`config.mk`:
```
export PLATFORM = sky130hd
export DESIGN_NAME = pixie_fb_arbiter
export DESIGN_NICKNAME = d
export VERILOG_FILES = /design/src/rtl/pixie_pkg.sv /design/src/rtl/pixie_wr_fifo.sv /design/src/rtl/pixie_fb_arbiter.sv
export SDC_FILE = /design/constraint.sdc
export NUM_CORES = 1
export LEC_CHECK = 0
export CAP_MARGIN = 20
export CORE_MARGIN = 2
export CORE_UTILIZATION = 55
export CTS_CLUSTER_SIZE = 12
export DETAILED_ROUTE_END_ITERATION = 8
export HOLD_SLACK_MARGIN = 0.05
export PLACE_DENSITY = 0.81
export SLEW_MARGIN = 15
export SYNTH_ARGS = -nofsm -noshare
export SYNTH_HDL_FRONTEND = slang
export SYNTH_HIERARCHICAL = 1
export SYNTH_SLANG_ARGS = --single-unit
```
`constraint.sdc`:
```
create_clock -name clk -period 5.5 [get_ports clk]
set_input_delay 1.1 -clock clk [delete_from_list [all_inputs] [get_ports clk]]
set_output_delay 1.1 -clock clk [all_outputs]
set_load 0.02 [all_outputs]
```
`src/rtl/pixie_pkg.sv`:
```
// Shared types and widths for the Pixie framebuffer arbiter.
package pixie_pkg;

  localparam int FB_ADDR_W = 10;
  localparam int FB_DATA_W = 8;

  // One buffered front-end write: target byte address and its data.
  typedef struct packed {
    logic [FB_ADDR_W-1:0] addr;
    logic [FB_DATA_W-1:0] data;
  } fb_wr_t;

  // Clear sequencer states.
  typedef enum logic {
    CLR_IDLE,
    CLR_RUN
  } clr_state_t;

endpackage

```
`src/rtl/pixie_wr_fifo.sv`:
```
// Synchronous write buffer holding fb_wr_t entries between the capture
// front end and the framebuffer RAM. A push into an empty buffer becomes
// visible at the head on the following cycle, never the same cycle.
module pixie_wr_fifo
  import pixie_pkg::*;
#(
  parameter int DEPTH = 4
) (
  input  logic   clk,
  input  logic   reset_n,
  input  logic   push_i,
  input  fb_wr_t wdata_i,
  input  logic   pop_i,
  output fb_wr_t head_o,
  output logic   full_o,
  output logic   empty_o
);

  localparam int            PW       = $clog2(DEPTH);
  localparam logic [PW:0]   CNT_FULL = (PW+1)'(DEPTH);

  fb_wr_t        mem_q [DEPTH];
  logic [PW-1:0] wr_ptr_q, wr_ptr_d;
  logic [PW-1:0] rd_ptr_q, rd_ptr_d;
  logic [PW:0]   count_q, count_d;
  logic          do_push, do_pop;

  assign full_o  = (count_q == CNT_FULL);
  assign empty_o = (count_q == '0);
  assign do_push = push_i & ~full_o;
  assign do_pop  = pop_i & ~empty_o;
  assign head_o  = mem_q[rd_ptr_q];

  // Next pointers and occupancy; pointers wrap naturally since DEPTH is a power of 2.
  always_comb begin
    // NOTE: every signal assigned here gets a default first, so no latch can be inferred.
    wr_ptr_d = wr_ptr_q;
    rd_ptr_d = rd_ptr_q;
    count_d  = count_q;
    if (do_push) wr_ptr_d = wr_ptr_q + PW'(1);
    if (do_pop)  rd_ptr_d = rd_ptr_q + PW'(1);
    if (do_push && !do_pop)      count_d = count_q + (PW+1)'(1);
    else if (!do_push && do_pop) count_d = count_q - (PW+1)'(1);
  end

  // Pointer and count registers; reset empties the buffer.
  always_ff @(posedge clk or negedge reset_n) begin
    // NOTE: non-blocking assignments so every flop samples pre-edge values.
    if (!reset_n) begin
      wr_ptr_q <= '0;
      rd_ptr_q <= '0;
      count_q  <= '0;
    end else begin
      wr_ptr_q <= wr_ptr_d;
      rd_ptr_q <= rd_ptr_d;
      count_q  <= count_d;
    end
  end

  // Entry storage.
  // NOTE: storage has no reset; count_q decides which entries are meaningful.
  always_ff @(posedge clk) begin
    if (do_push) mem_q[wr_ptr_q] <= wdata_i;
  end

endmodule

```
`src/rtl/pixie_fb_arbiter.sv`:
```
// Arbitrates the single-port framebuffer RAM between the hard real-time
// display read port, the clear sequencer and the buffered capture writes.
// Priority: read > clear > buffered write > idle (address held).
module pixie_fb_arbiter
  import pixie_pkg::*;
#(
  parameter int                   FB_WORDS    = 1024,
  parameter int                   FIFO_DEPTH  = 4,
  parameter logic [FB_DATA_W-1:0] CLEAR_VALUE = 8'h00
) (
  input  logic                 clk,
  input  logic                 reset_n,
  input  logic                 rd_en,
  input  logic [FB_ADDR_W-1:0] rd_addr,
  output logic [FB_DATA_W-1:0] rd_data,
  input  logic                 wr_valid,
  output logic                 wr_ready,
  input  logic [FB_ADDR_W-1:0] wr_addr,
  input  logic [FB_DATA_W-1:0] wr_data,
  input  logic                 clear_req,
  output logic                 clear_busy,
  output logic [FB_ADDR_W-1:0] ram_addr,
  output logic                 ram_we,
  output logic [FB_DATA_W-1:0] ram_wdata,
  input  logic [FB_DATA_W-1:0] ram_rdata
);

  localparam logic [FB_ADDR_W-1:0] LAST_ADDR = FB_ADDR_W'(FB_WORDS - 1);

  clr_state_t           state_q, state_d;
  logic [FB_ADDR_W-1:0] clr_cnt_q, clr_cnt_d;
  logic [FB_ADDR_W-1:0] last_addr_q;
  logic                 rd_valid_q;
  logic [FB_DATA_W-1:0] rd_hold_q;

  fb_wr_t fifo_in, fifo_head;
  logic   fifo_full, fifo_empty, fifo_pop;

  assign fifo_in    = '{addr: wr_addr, data: wr_data};
  assign wr_ready   = ~fifo_full;
  assign clear_busy = (state_q == CLR_RUN);
  assign rd_data    = rd_valid_q ? ram_rdata : rd_hold_q;

  pixie_wr_fifo #(
    .DEPTH (FIFO_DEPTH)
  ) u_wr_fifo (
    .clk     (clk),
    .reset_n (reset_n),
    .push_i  (wr_valid & wr_ready),
    .wdata_i (fifo_in),
    .pop_i   (fifo_pop),
    .head_o  (fifo_head),
    .full_o  (fifo_full),
    .empty_o (fifo_empty)
  );

  // Grant decision, RAM port drive and clear FSM next state.
  always_comb begin
    state_d   = state_q;
    clr_cnt_d = clr_cnt_q;
    fifo_pop  = 1'b0;
    ram_addr  = last_addr_q;
    ram_we    = 1'b0;
    ram_wdata = fifo_head.data;

    if (rd_en) begin
      // A read stalls the clear counter; that address is written next free cycle.
      ram_addr = rd_addr;
    end else if (state_q == CLR_RUN) begin
      ram_addr  = clr_cnt_q;
      ram_we    = 1'b1;
      ram_wdata = CLEAR_VALUE;
      clr_cnt_d = clr_cnt_q + FB_ADDR_W'(1);
      if (clr_cnt_q == LAST_ADDR) state_d = CLR_IDLE;
    end else if (!fifo_empty) begin
      fifo_pop  = 1'b1;
      ram_addr  = fifo_head.addr;
      ram_wdata = fifo_head.data;
      ram_we    = 1'b1;
    end

    // A request only starts a clear from idle; a running clear never restarts.
    if (state_q == CLR_IDLE && clear_req) begin
      state_d   = CLR_RUN;
      clr_cnt_d = '0;
    end
  end

  // Clear FSM, held RAM address and read return path.
  always_ff @(posedge clk or negedge reset_n) begin
    if (!reset_n) begin
      state_q     <= CLR_IDLE;
      clr_cnt_q   <= '0;
      last_addr_q <= '0;
      rd_valid_q  <= 1'b0;
      rd_hold_q   <= '0;
    end else begin
      state_q     <= state_d;
      clr_cnt_q   <= clr_cnt_d;
      last_addr_q <= ram_addr;
      rd_valid_q  <= rd_en;
      if (rd_valid_q) rd_hold_q <= ram_rdata;
    end
  end

endmodule

```
==> results.txt, run 1 <==
----------------------------------------------------
[Status]
  Outcome ... complete, no violations

[CTS]
  Total of hold buffers inserted after clock tree synthesis ... 0
  CTS clock-pin slew for the worst setup and hold paths ... 110 ps
  Post-CTS Resized ... 0
  Number of clock sinks ... 109
  Maximum number of buffers from clock root to sink ... 2
  Depth of the CTS H-tree ... 3
  TritonCTS clock tree ... built
  Post-CTS repair timing setup buffer count ... 0
  Cell at the root of the clock tree ... sky130_fd_sc_hd__clkbuf_8
  Number of buffers inserted during clock tree synthesis ... 9
  Clock latency on the worst-skew pair ... 370 ps

[Detailed routing]
  Number of DRC markers in iteration 0 ... 100
  Routed wire per std cell ... 18.7 um
  Average via count per standard cell ... 5.65
  DRT Pass-1 Iters ... 7
  Post-Route WL ... 8.33 mm
  Drt drc ... 0
  Antenna Nets Post-Route ... 0
  DR vias ... 2519

[Finish]
  Ant diodes ... 0
  Net count reported at finish ... 384
  Final Cell Area ... 5510 um^2
  Area growth from synthesis to final layout ... 21.3%
  Fraction of final layout cells sized beyond drive strength 1 ... 16.7%
  Fillers ... 562

[Power and ir drop]
  Total power density per cell area ... 396 nW/um^2
  Peak supply drop ... 0.280 mV
  Static leakage ... 1.94 nW

[Global route]
  Total gr overflow ... 0
  Via count of the first global-routing pass ... 2546
  Pin count of the biggest net entering global routing ... 38
  All-Layer GR Usage ... 19.6%
  Antenna violations before repair ... 0
  First-pass GRT wire length ... 12.8 mm

[Timing]
  Tightest Pin Transition ... 1030 ps
  Fin. max-slew vios ... 0
  Setup repair after global routing missed its margin ... false
  Sum of negative setup slack ... 0 ps
  Worst slew slack as a fraction of its limit ... 31.5%
  Skew final ... 20.1 ps
  Period utilization ... 79.5%
  Number of failing hold endpoints at the final stage ... 0
  F_max ... 229 MHz
  Post-layout min period ... 4370 ps
  Final setup violation count ... 0

[Synthesis]
  Adder-Cell Fraction of Synth Area ... 2.09%
  Post-synthesis xor/xnor area fraction ... 1.16%
  Asr flop ratio synth ... 33.9%
  Post-synthesis compound-gate area fraction ... 4.93%
  Cell variety after synth ... 38
  Flip-flop and latch count after synthesis ... 109
  Syn nets ... 316
  Portion of netlist area occupied by mux cells ... 15.0%
  Avg Cell Area, Syn ... 17.0 um^2
  Count of mapped cells out of synthesis ... 268
  Dominant combinational cell family by area after synthesis ... multiplexers
  Yosys Warn Count ... 6
  Dominant synthesized flop cell ... sky130_fd_sc_hd__edfxtp_1
  Post-synth EDFFs ... 72
  Share of synthesized area occupied by flip-flops and latches ... 68.0%
  Synth Area in Simple Gates ... 6.44%
  Netlist area before placement ... 4540 um^2

[Floorplan]
  Core footprint ... 8090 um^2
  Top-level I/O count ... 70
  Height of the die ... 94.9 um
  Die width ... 94.9 um
  Row count ... 33
  Die area ... 9000 um^2
  Effective utilization at floorplan ... 56.1%

[Setup path]
  Worst path arrival time ... 3270 ps
  Startpoint kind of the worst setup timing path ... primary input
  Largest stage delay on the critical path ... 690 ps
  Required time at the worst-slack endpoint ... 4400 ps
  Crit. Startpoint ... rd_en
  Reg2reg setup slack ... 2770 ps
  Slowest stage cell on the critical path ... sky130_fd_sc_hd__clkdlybuf4s50_1
  Crit Path Max Fanout ... 19
  Setup crit end kind ... output port
  Category of the most critical setup path ... in -> out
  Cell occurring most often along the worst timing path ... sky130_fd_sc_hd__clkdlybuf4s50_1
  Crit path cell chain ... clkdlybuf4s50_1 -> nand2b_1 -> and2_1 -> clkdlybuf4s50_1
  Start of the worst register-to-register path ... u_wr_fifo/count_q[0]$_DFFE_PN0P_
  Worst r2r path cells ... 10

[Place]
  Weighted congestion at the end of routability-driven global placement ... 0.829
  Standard cell area after detailed placement ... 5290 um^2
  Hpwl dp ... 5.76 mm
  Count of input and output buffers ... 69

[Min path]
  Count of cells along the worst hold path ... 1
  Worst Hold Launch ... u_wr_fifo/count_q[2]$_DFFE_PN0P_
  Kind of path behind the tightest hold check ... reg -> reg

[Flow run]
  Maximum Capacitance Violations ... 0

----------------------------------------------------
[stage by stage]
stage,instances,total power [W],hold slack (ps),setup WS (ps),utilization [%]
3_5_place_dp,430,0.00171,482,1140,65.4
3_3_place_gp,430,0.00168,470,1230,65.4
5_1_grt,446,0.00229,527,992,68.1
6_report,446,0.00218,499,1130,68.1
2_1_floorplan,268,0.00151,445,2430,-
4_1_cts,446,0.00221,503,1130,68.1
[placed cells by master (no fill, tap or decap), types with 4 or more instances in the layout]
master / instances
sky130_fd_sc_hd__mux2_2: 16
sky130_fd_sc_hd__clkdlybuf4s50_1: 68
sky130_fd_sc_hd__nor2b_1: 4
sky130_fd_sc_hd__and2_1: 12
sky130_fd_sc_hd__o21ai_0: 12
sky130_fd_sc_hd__xnor2_1: 4
sky130_fd_sc_hd__mux4_2: 18
sky130_fd_sc_hd__nand2_1: 12
sky130_fd_sc_hd__a22oi_1: 6
sky130_fd_sc_hd__ha_1: 6
sky130_fd_sc_hd__dfrtp_1: 37
sky130_fd_sc_hd__edfxtp_1: 72
sky130_fd_sc_hd__a21oi_1: 4
sky130_fd_sc_hd__inv_1: 7
sky130_fd_sc_hd__nand3_1: 5
sky130_fd_sc_hd__mux2i_1: 8
sky130_fd_sc_hd__clkbuf_8: 9
[synth_stat cells, types with 4 or more instances]
| cell | count | share of area [%] |
|---|---|---|
| sky130_fd_sc_hd__edfxtp_1 | 72 | 48 |
| sky130_fd_sc_hd__dfrtp_1 | 37 | 20 |
| sky130_fd_sc_hd__mux4_2 | 18 | 8.9 |
| sky130_fd_sc_hd__mux2_2 | 16 | 4.0 |
| sky130_fd_sc_hd__and2_1 | 12 | 1.7 |
| sky130_fd_sc_hd__nand2_1 | 12 | 0.99 |
| sky130_fd_sc_hd__o21ai_0 | 12 | 1.3 |
| sky130_fd_sc_hd__mux2i_1 | 8 | 1.8 |
| sky130_fd_sc_hd__buf_2 | 7 | 0.77 |
| sky130_fd_sc_hd__inv_1 | 7 | 0.58 |
| sky130_fd_sc_hd__a22oi_1 | 6 | 0.99 |
| sky130_fd_sc_hd__ha_1 | 6 | 1.7 |
| sky130_fd_sc_hd__nand3_1 | 5 | 0.55 |
| sky130_fd_sc_hd__a21oi_1 | 4 | 0.44 |
| sky130_fd_sc_hd__nor2b_1 | 4 | 0.55 |
| sky130_fd_sc_hd__xnor2_1 | 4 | 0.77 |
[report_power, final]
| part | switching [W] | internal, W | total [W] | leakage [nW] |
|---|---|---|---|---|
| clock network | 0.000305 | 0.000190 | 0.000495 | 0.109 |
| logic | 0.000269 | 0.000263 | 0.000532 | 0.717 |
| registers | 0.000100 | 0.00106 | 0.00116 | 1.11 |
| total | 0.000674 | 0.00151 | 0.00218 | 1.94 |
[sequential cells by signal, indices dropped and copies added, names as in the netlist]
| name | cells |
|---|---|
| u_wr_fifo/mem_q | 72 |
| u_wr_fifo/wr_ptr_q | 2 |
| clr_cnt_q | 10 |
| rd_hold_q | 8 |
| last_addr_q | 10 |
| u_wr_fifo/count_q | 3 |
| rd_valid_q | 1 |
| u_wr_fifo/rd_ptr_q | 2 |
| clear_busy | 1 |
[final timing paths]
check	endpoint
max reg2reg	u_wr_fifo/count_q[2]$_DFFE_PN0P_
min reg2reg	u_wr_fifo/count_q[2]$_DFFE_PN0P_
max in group asynchronous	u_wr_fifo/count_q[0]$_DFFE_PN0P_
min	u_wr_fifo/count_q[2]$_DFFE_PN0P_
max	ram_wdata[0]
min in group asynchronous	clr_cnt_q[7]$_DFFE_PN0P_
[area by class of cell]
cell class | instances | area, um^2 | area share (%)
multi-input cells | 138 | 1350 | 24.4
well taps | 105 | 131 | 2.38
flip-flops and latches | 109 | 3090 | 56.0
clock buffers | 9 | 124 | 2.25
repair buffers | 71 | 701 | 12.7
inverters | 7 | 26.3 | 0.477
clock inverters | 7 | 96.3 | 1.75
[kinds of logic (layout without fill, tap and decap cells)]
family          after synthesis  in the layout
buf+inv                      21             94
compound gates               34             34
simple gates                 48             48
fa+ha+maj                     7              7
xor+xnor                      6              6
flops                       109            109
mux                          43             43
[critical path, delay by kind of cell]
kind	cells	cell delay (ps)
AND/OR/NAND/NOR	2	860
buffers and inverters	2	1300
[per-layer routing]
metal  global-route usage, %  up-vias  part of all wire (%)
met5                       0        -                     0
met4                    5.80        0                  0.76
met3                    5.75        6                   5.9
met2                    33.0       77                    52
met1                    24.7     1273                    41
li1                        -     1163                     -
(Power assumes the default switching activity.)
==> run 2, diff against run 1 <==
- CORE_UTILIZATION: 55 -> 48
- PLACE_DENSITY: 0.81 -> 0.75
- clock period: 5.5 -> 3.8 ns (I/O delays scaled with it)
==> results.txt, run 2 (synthesized netlist as in run 1, its figures left out) <==
----------------------------------------------------
[Floorplan]
  Row count ... 35
  Height of the die ... 101 um
  Core footprint ... 9200 um^2
  Die area ... 10300 um^2
  Top-level I/O count ... 70
  Effective utilization at floorplan ... 49.4%
  Die width ... 101 um

[Global route]
  Via count of the first global-routing pass ... 2595
  Antenna violations before repair ... 0
  Total gr overflow ... 0
  All-Layer GR Usage ... 17.4%
  Pin count of the biggest net entering global routing ... 38
  First-pass GRT wire length ... 13.3 mm

[Setup path]
  Category of the most critical setup path ... reg -> out
  Crit path cell chain ... or3_1 -> clkinvlp_4 -> nor2b_2 -> a22oi_1 -> o21ai_0 -> clkdlybuf4s50_1
  Startpoint kind of the worst setup timing path ... flop
  Setup crit end kind ... output port
  Largest stage delay on the critical path ... 660 ps
  Required time at the worst-slack endpoint ... 3040 ps
  Slowest stage cell on the critical path ... sky130_fd_sc_hd__clkdlybuf4s50_1
  Worst path arrival time ... 2820 ps
  Crit Path Max Fanout ... 9

[Detailed routing]
  Number of DRC markers in iteration 0 ... 109
  Drt drc ... 0
  DRT Pass-1 Iters ... 4
  Post-Route WL ... 8.28 mm
  Average via count per standard cell ... 5.46
  DR vias ... 2511
  Antenna Nets Post-Route ... 0
  Routed wire per std cell ... 18.0 um

[Finish]
  Area growth from synthesis to final layout ... 23.3%
  Ant diodes ... 0
  Number of flip-flops under the largest register name ... 72
  Layout Utilization ... 60.9%
  Fraction of final layout cells sized beyond drive strength 1 ... 19.5%
  Most common cell after layout, fill and taps aside ... sky130_fd_sc_hd__edfxtp_1
  Commonest cells after routing, fill and taps aside ... sky130_fd_sc_hd__edfxtp_1 (72), sky130_fd_sc_hd__clkdlybuf4s50_1 (68), sky130_fd_sc_hd__dfrtp_1 (37), sky130_fd_sc_hd__mux4_2 (18), sky130_fd_sc_hd__mux2_2 (16)
  Biggest registers after layout ... u_wr_fifo/mem_q (72), clr_cnt_q (10), last_addr_q (10)
  Register with the most flip-flops ... u_wr_fifo/mem_q
  Net count reported at finish ... 392
  Final std cells w/o fill ... 460

[Status]
  Outcome ... complete, no violations

[CTS]
  Depth of the CTS H-tree ... 3
  Post-CTS repair timing setup buffer count ... 0
  Total of hold buffers inserted after clock tree synthesis ... 0
  Cell at the root of the clock tree ... sky130_fd_sc_hd__clkbuf_8
  Maximum number of buffers from clock root to sink ... 2
  Number of buffers inserted during clock tree synthesis ... 9
  CTS clock-pin slew for the worst setup and hold paths ... 100 ps
  TritonCTS clock tree ... built
  Number of clock sinks ... 109
  Post-CTS Resized ... 0
  Clock latency on the worst-skew pair ... 360 ps

[Place]
  Number of instances in the placed design ... 444
  Weighted congestion at the end of routability-driven global placement ... 0.756
  Count of input and output buffers ... 69
  Hpwl dp ... 5.85 mm

[Timing]
  Skew final ... 10.6 ps
  Setup repair after global routing missed its margin ... false
  Number of failing hold endpoints at the final stage ... 0
  Fin. max-slew vios ... 0
  Sum of negative setup slack ... 0 ps
  Post-layout min period ... 3580 ps
  Tightest Pin Transition ... 830 ps
  F_max ... 279 MHz
  Period utilization ... 94.2%
  Final setup violation count ... 0
  Worst slew slack as a fraction of its limit ... 44.6%

[Flow run]
  Maximum Capacitance Violations ... 0

[Power and ir drop]
  Peak supply drop ... 0.317 mV
  Static leakage ... 1.98 nW
  Total power density per cell area ... 577 nW/um^2

[Min path]
  Kind of path behind the tightest hold check ... in -> async

----------------------------------------------------
## run 2: changes by cell type in the layout (fill, tap and decap cells not counted), sizes merged
cell / delta
buf: +8
bufinv: +2
inv: -2
clkinv: -1
clkinvlp: +1
## run 2: area by class of cell
| type | instances | area, um^2 |
|---|---|---|
| repair buffers | 79 | 761 |
| clock buffers | 9 | 124 |
| clock inverters | 7 | 106 |
| inverters | 7 | 30.0 |
| fillers | 712 | 3600 |
| flip-flops and latches | 109 | 3090 |
| multi-input cells | 138 | 1350 |
| well taps | 111 | 139 |
## run 2: stage by stage
step | hold WS, ps | cell area, um^2 | total power (W) | setup WS (ps)
floorplan | 445 | 4540 | 0.00218 | 1090
global placement | 466 | 5360 | 0.00246 | 391
detailed placement | 474 | 5360 | 0.00249 | 300
CTS | 489 | 5590 | 0.00326 | 37.9
global route | 521 | 5600 | 0.00340 | 13.2
finish | 484 | 5600 | 0.00323 | 219
## run 2: final timing paths
check / depth (start not counted) / to / startpoint / slack [ps]
min reg2reg: 1 / u_wr_fifo/count_q[2]$_DFFE_PN0P_ / u_wr_fifo/count_q[2]$_DFFE_PN0P_ / 490
max in group asynchronous: 1 / clr_cnt_q[3]$_DFFE_PN0P_ / reset_n / 2800
min: 1 / rd_hold_q[7]$_DFF_PN0_ / reset_n / 480
min in group clk: 1 / u_wr_fifo/count_q[2]$_DFFE_PN0P_ / u_wr_fifo/count_q[2]$_DFFE_PN0P_ / 490
max reg2reg: 8 / u_wr_fifo/count_q[1]$_DFFE_PN0P_ / u_wr_fifo/count_q[0]$_DFFE_PN0P_ / 1170
max: 6 / ram_addr[9] / u_wr_fifo/count_q[0]$_DFFE_PN0P_ / 220
## run 2: layer usage
metal  vias up  global-route usage [%]  wire length, um
li1       1179                       -                -
met5         -                       0                0
met2        55                    30.3             4480
met4         0                    6.34              102
met3         8                    2.83              283
met1      1269                    22.1             3420
## run 2: critical path, delay by kind of cell (launching register included)
family | cells | cell delay, ps
AOI/OAI and AO/OA | 2 | 370
buffers and inverters | 2 | 920
DFF | 1 | 460
and+or+nand+nor | 2 | 720
## run 2: where the power goes
group | leakage (nW) | internal (W) | switching [W] | total [W]
sequential | 1.11 | 0.00152 | 0.000125 | 0.00165
combinational | 0.751 | 0.000400 | 0.000398 | 0.000799
clock | 0.116 | 0.000383 | 0.000399 | 0.000782
total | 1.98 | 0.00231 | 0.000923 | 0.00323
==> run 3, diff against run 2 <==
- CORE_UTILIZATION: 48 -> 45
- GPL_TIMING_DRIVEN: default -> 0
- PLACE_DENSITY: 0.75 -> 0.71
==> results.txt, run 3 (synthesized netlist as in run 1, its figures left out) <==
----------------------------------------------------
[CTS]
  CTS clock-pin slew for the worst setup and hold paths ... 100 ps
  Cell at the root of the clock tree ... sky130_fd_sc_hd__clkbuf_8
  Total of hold buffers inserted after clock tree synthesis ... 0
  TritonCTS clock tree ... built
  Clock latency on the worst-skew pair ... 370 ps
  Maximum number of buffers from clock root to sink ... 2
  Number of clock sinks ... 109
  Number of buffers inserted during clock tree synthesis ... 9
  Depth of the CTS H-tree ... 3

[Power and ir drop]
  Total power ... 0.00312 W
  Total power density per cell area ... 555 nW/um^2
  Peak supply drop ... 0.297 mV
  Static leakage ... 2.02 nW

[Finish]
  Area taken by flip-flops and latches ... 3090 um^2
  Fraction of final layout cells sized beyond drive strength 1 ... 19.0%
  Register with the most flip-flops ... u_wr_fifo/mem_q
  Most common cell after layout, fill and taps aside ... sky130_fd_sc_hd__edfxtp_1
  Biggest registers after layout ... u_wr_fifo/mem_q (72), clr_cnt_q (10), last_addr_q (10)
  Multi-input combinational cell area ... 1350 um^2
  Area growth from synthesis to final layout ... 23.7%
  Net count reported at finish ... 396
  Commonest cells after routing, fill and taps aside ... sky130_fd_sc_hd__edfxtp_1 (72), sky130_fd_sc_hd__clkdlybuf4s50_1 (65), sky130_fd_sc_hd__dfrtp_1 (37), sky130_fd_sc_hd__mux4_2 (18), sky130_fd_sc_hd__mux2_2 (16)
  Number of flip-flops under the largest register name ... 72
  Fillers ... 802
  Ant diodes ... 0
  Layout Utilization ... 57.5%

[Setup path]
  Start of the worst register-to-register path ... u_wr_fifo/count_q[0]$_DFFE_PN0P_
  Crit. Startpoint ... u_wr_fifo/count_q[0]$_DFFE_PN0P_
  Critical path destination ... ram_addr[4]
  Crit Path Max Fanout ... 9
  Category of the most critical setup path ... reg -> out
  Reg2reg setup slack ... 1070 ps
  Required time at the worst-slack endpoint ... 3040 ps
  Setup crit end kind ... output port
  Startpoint kind of the worst setup timing path ... flop
  Reg2Reg Capture Point ... u_wr_fifo/count_q[1]$_DFFE_PN0P_
  Worst path arrival time ... 2750 ps
  Worst r2r path cells ... 9

[Detailed routing]
  Drt drc ... 0
  Post-Route WL ... 8.48 mm
  Number of DRC markers in iteration 0 ... 96
  Routed wire per std cell ... 17.5 um
  Antenna Nets Post-Route ... 0
  Average via count per standard cell ... 5.24
  DRT Pass-1 Iters ... 4
  DR vias ... 2545

[Status]
  Outcome ... complete, no violations

[Floorplan]
  Die area ... 10900 um^2
  Core footprint ... 9770 um^2
  Effective utilization at floorplan ... 46.5%
  Top-level I/O count ... 70
  Row count ... 36
  Die width ... 104 um
  Height of the die ... 104 um

[Global route]
  Via count of the first global-routing pass ... 2701
  Total gr overflow ... 0
  First-pass GRT wire length ... 13.8 mm
  All-Layer GR Usage ... 16.5%
  Pin count of the biggest net entering global routing ... 24
  Antenna violations before repair ... 0

[Timing]
  Period utilization ... 92.5%
  Final setup violation count ... 0
  Skew final ... 14.0 ps
  Setup repair after global routing missed its margin ... false
  F_max ... 285 MHz
  Final hold slack ... 303 ps
  Sum of negative setup slack ... 0 ps
  Fin. max-slew vios ... 0
  Number of failing hold endpoints at the final stage ... 0
  Tightest Pin Transition ... 974 ps
  Post-layout min period ... 3510 ps
  Worst slew slack as a fraction of its limit ... 35.0%

[Place]
  Hpwl dp ... 5.85 mm
  Count of input and output buffers ... 69
  Weighted congestion at the end of routability-driven global placement ... 0.770

[Flow run]
  Maximum Capacitance Violations ... 0

[Min path]
  Kind of path behind the tightest hold check ... in -> async

----------------------------------------------------
-- run 3: power breakdown --
group / switching, W / internal, W
registers: 0.000109 / 0.00153
logic: 0.000421 / 0.000396
clock network: 0.000409 / 0.000257
total: 0.000939 / 0.00218
-- run 3: cell type report --
cell class | instances | area share (%)
multi-input combinational | 138 | 24.0
inverter | 7 | 0.467
clock inverter | 6 | 1.14
clock buffer | 10 | 2.27
sequential | 109 | 54.9
buffer | 13 | 1.42
tap | 133 | 2.96
timing repair buffer | 70 | 12.8
-- run 3: worst min-delay path by stage --
stage	endpoint	cells after the start	start	slack [ps]
floorplan	u_wr_fifo/count_q[2]$_DFFE_PN0P_	1	u_wr_fifo/count_q[2]$_DFFE_PN0P_	450
global placement	u_wr_fifo/count_q[2]$_DFFE_PN0P_	1	u_wr_fifo/count_q[2]$_DFFE_PN0P_	480
detailed placement	u_wr_fifo/count_q[2]$_DFFE_PN0P_	1	u_wr_fifo/count_q[2]$_DFFE_PN0P_	470
CTS	last_addr_q[2]$_DFF_PN0_	1	reset_n	300
global route	clr_cnt_q[4]$_DFFE_PN0P_	1	reset_n	310
finish	clr_cnt_q[4]$_DFFE_PN0P_	1	reset_n	300
-- run 3: repair_timing --
action / CTS / global route
gates resized for setup: 0 / 4
buffers inserted: 0 / 0
setup endpoints to repair: 0 / 10
endpoints found under the hold margin: 0 / 0
-- run 3: per-stage QoR --
stage          worst slack (ps)  instance area (um^2)  cells
2_1_floorplan              1090                  4540    268
3_3_place_gp                131                  5400    470
3_5_place_dp               93.3                  5420    471
4_1_cts                    20.7                  5610    487
5_1_grt                     153                  5620    486
6_report                    285                  5620    486
-- run 3: layer usage --
metal / up-vias / track usage, % / wire, um
met5: - / 0 / 0
li1: 1193 / - / -
met4: 0 / 4.34 / 71
met3: 9 / 4.89 / 480
met1: 1264 / 20.1 / 3670
met2: 79 / 28.6 / 4260
-- run 3: critical path, cell delays in order, from the launching register on --
cell and delay (ps):
sky130_fd_sc_hd__dfrtp_1 450, sky130_fd_sc_hd__or3_1 450, sky130_fd_sc_hd__inv_1 70, sky130_fd_sc_hd__buf_2 270, sky130_fd_sc_hd__mux2i_1 220, sky130_fd_sc_hd__o21ai_0 100, sky130_fd_sc_hd__mux2_2 290, sky130_fd_sc_hd__clkdlybuf4s50_1 540
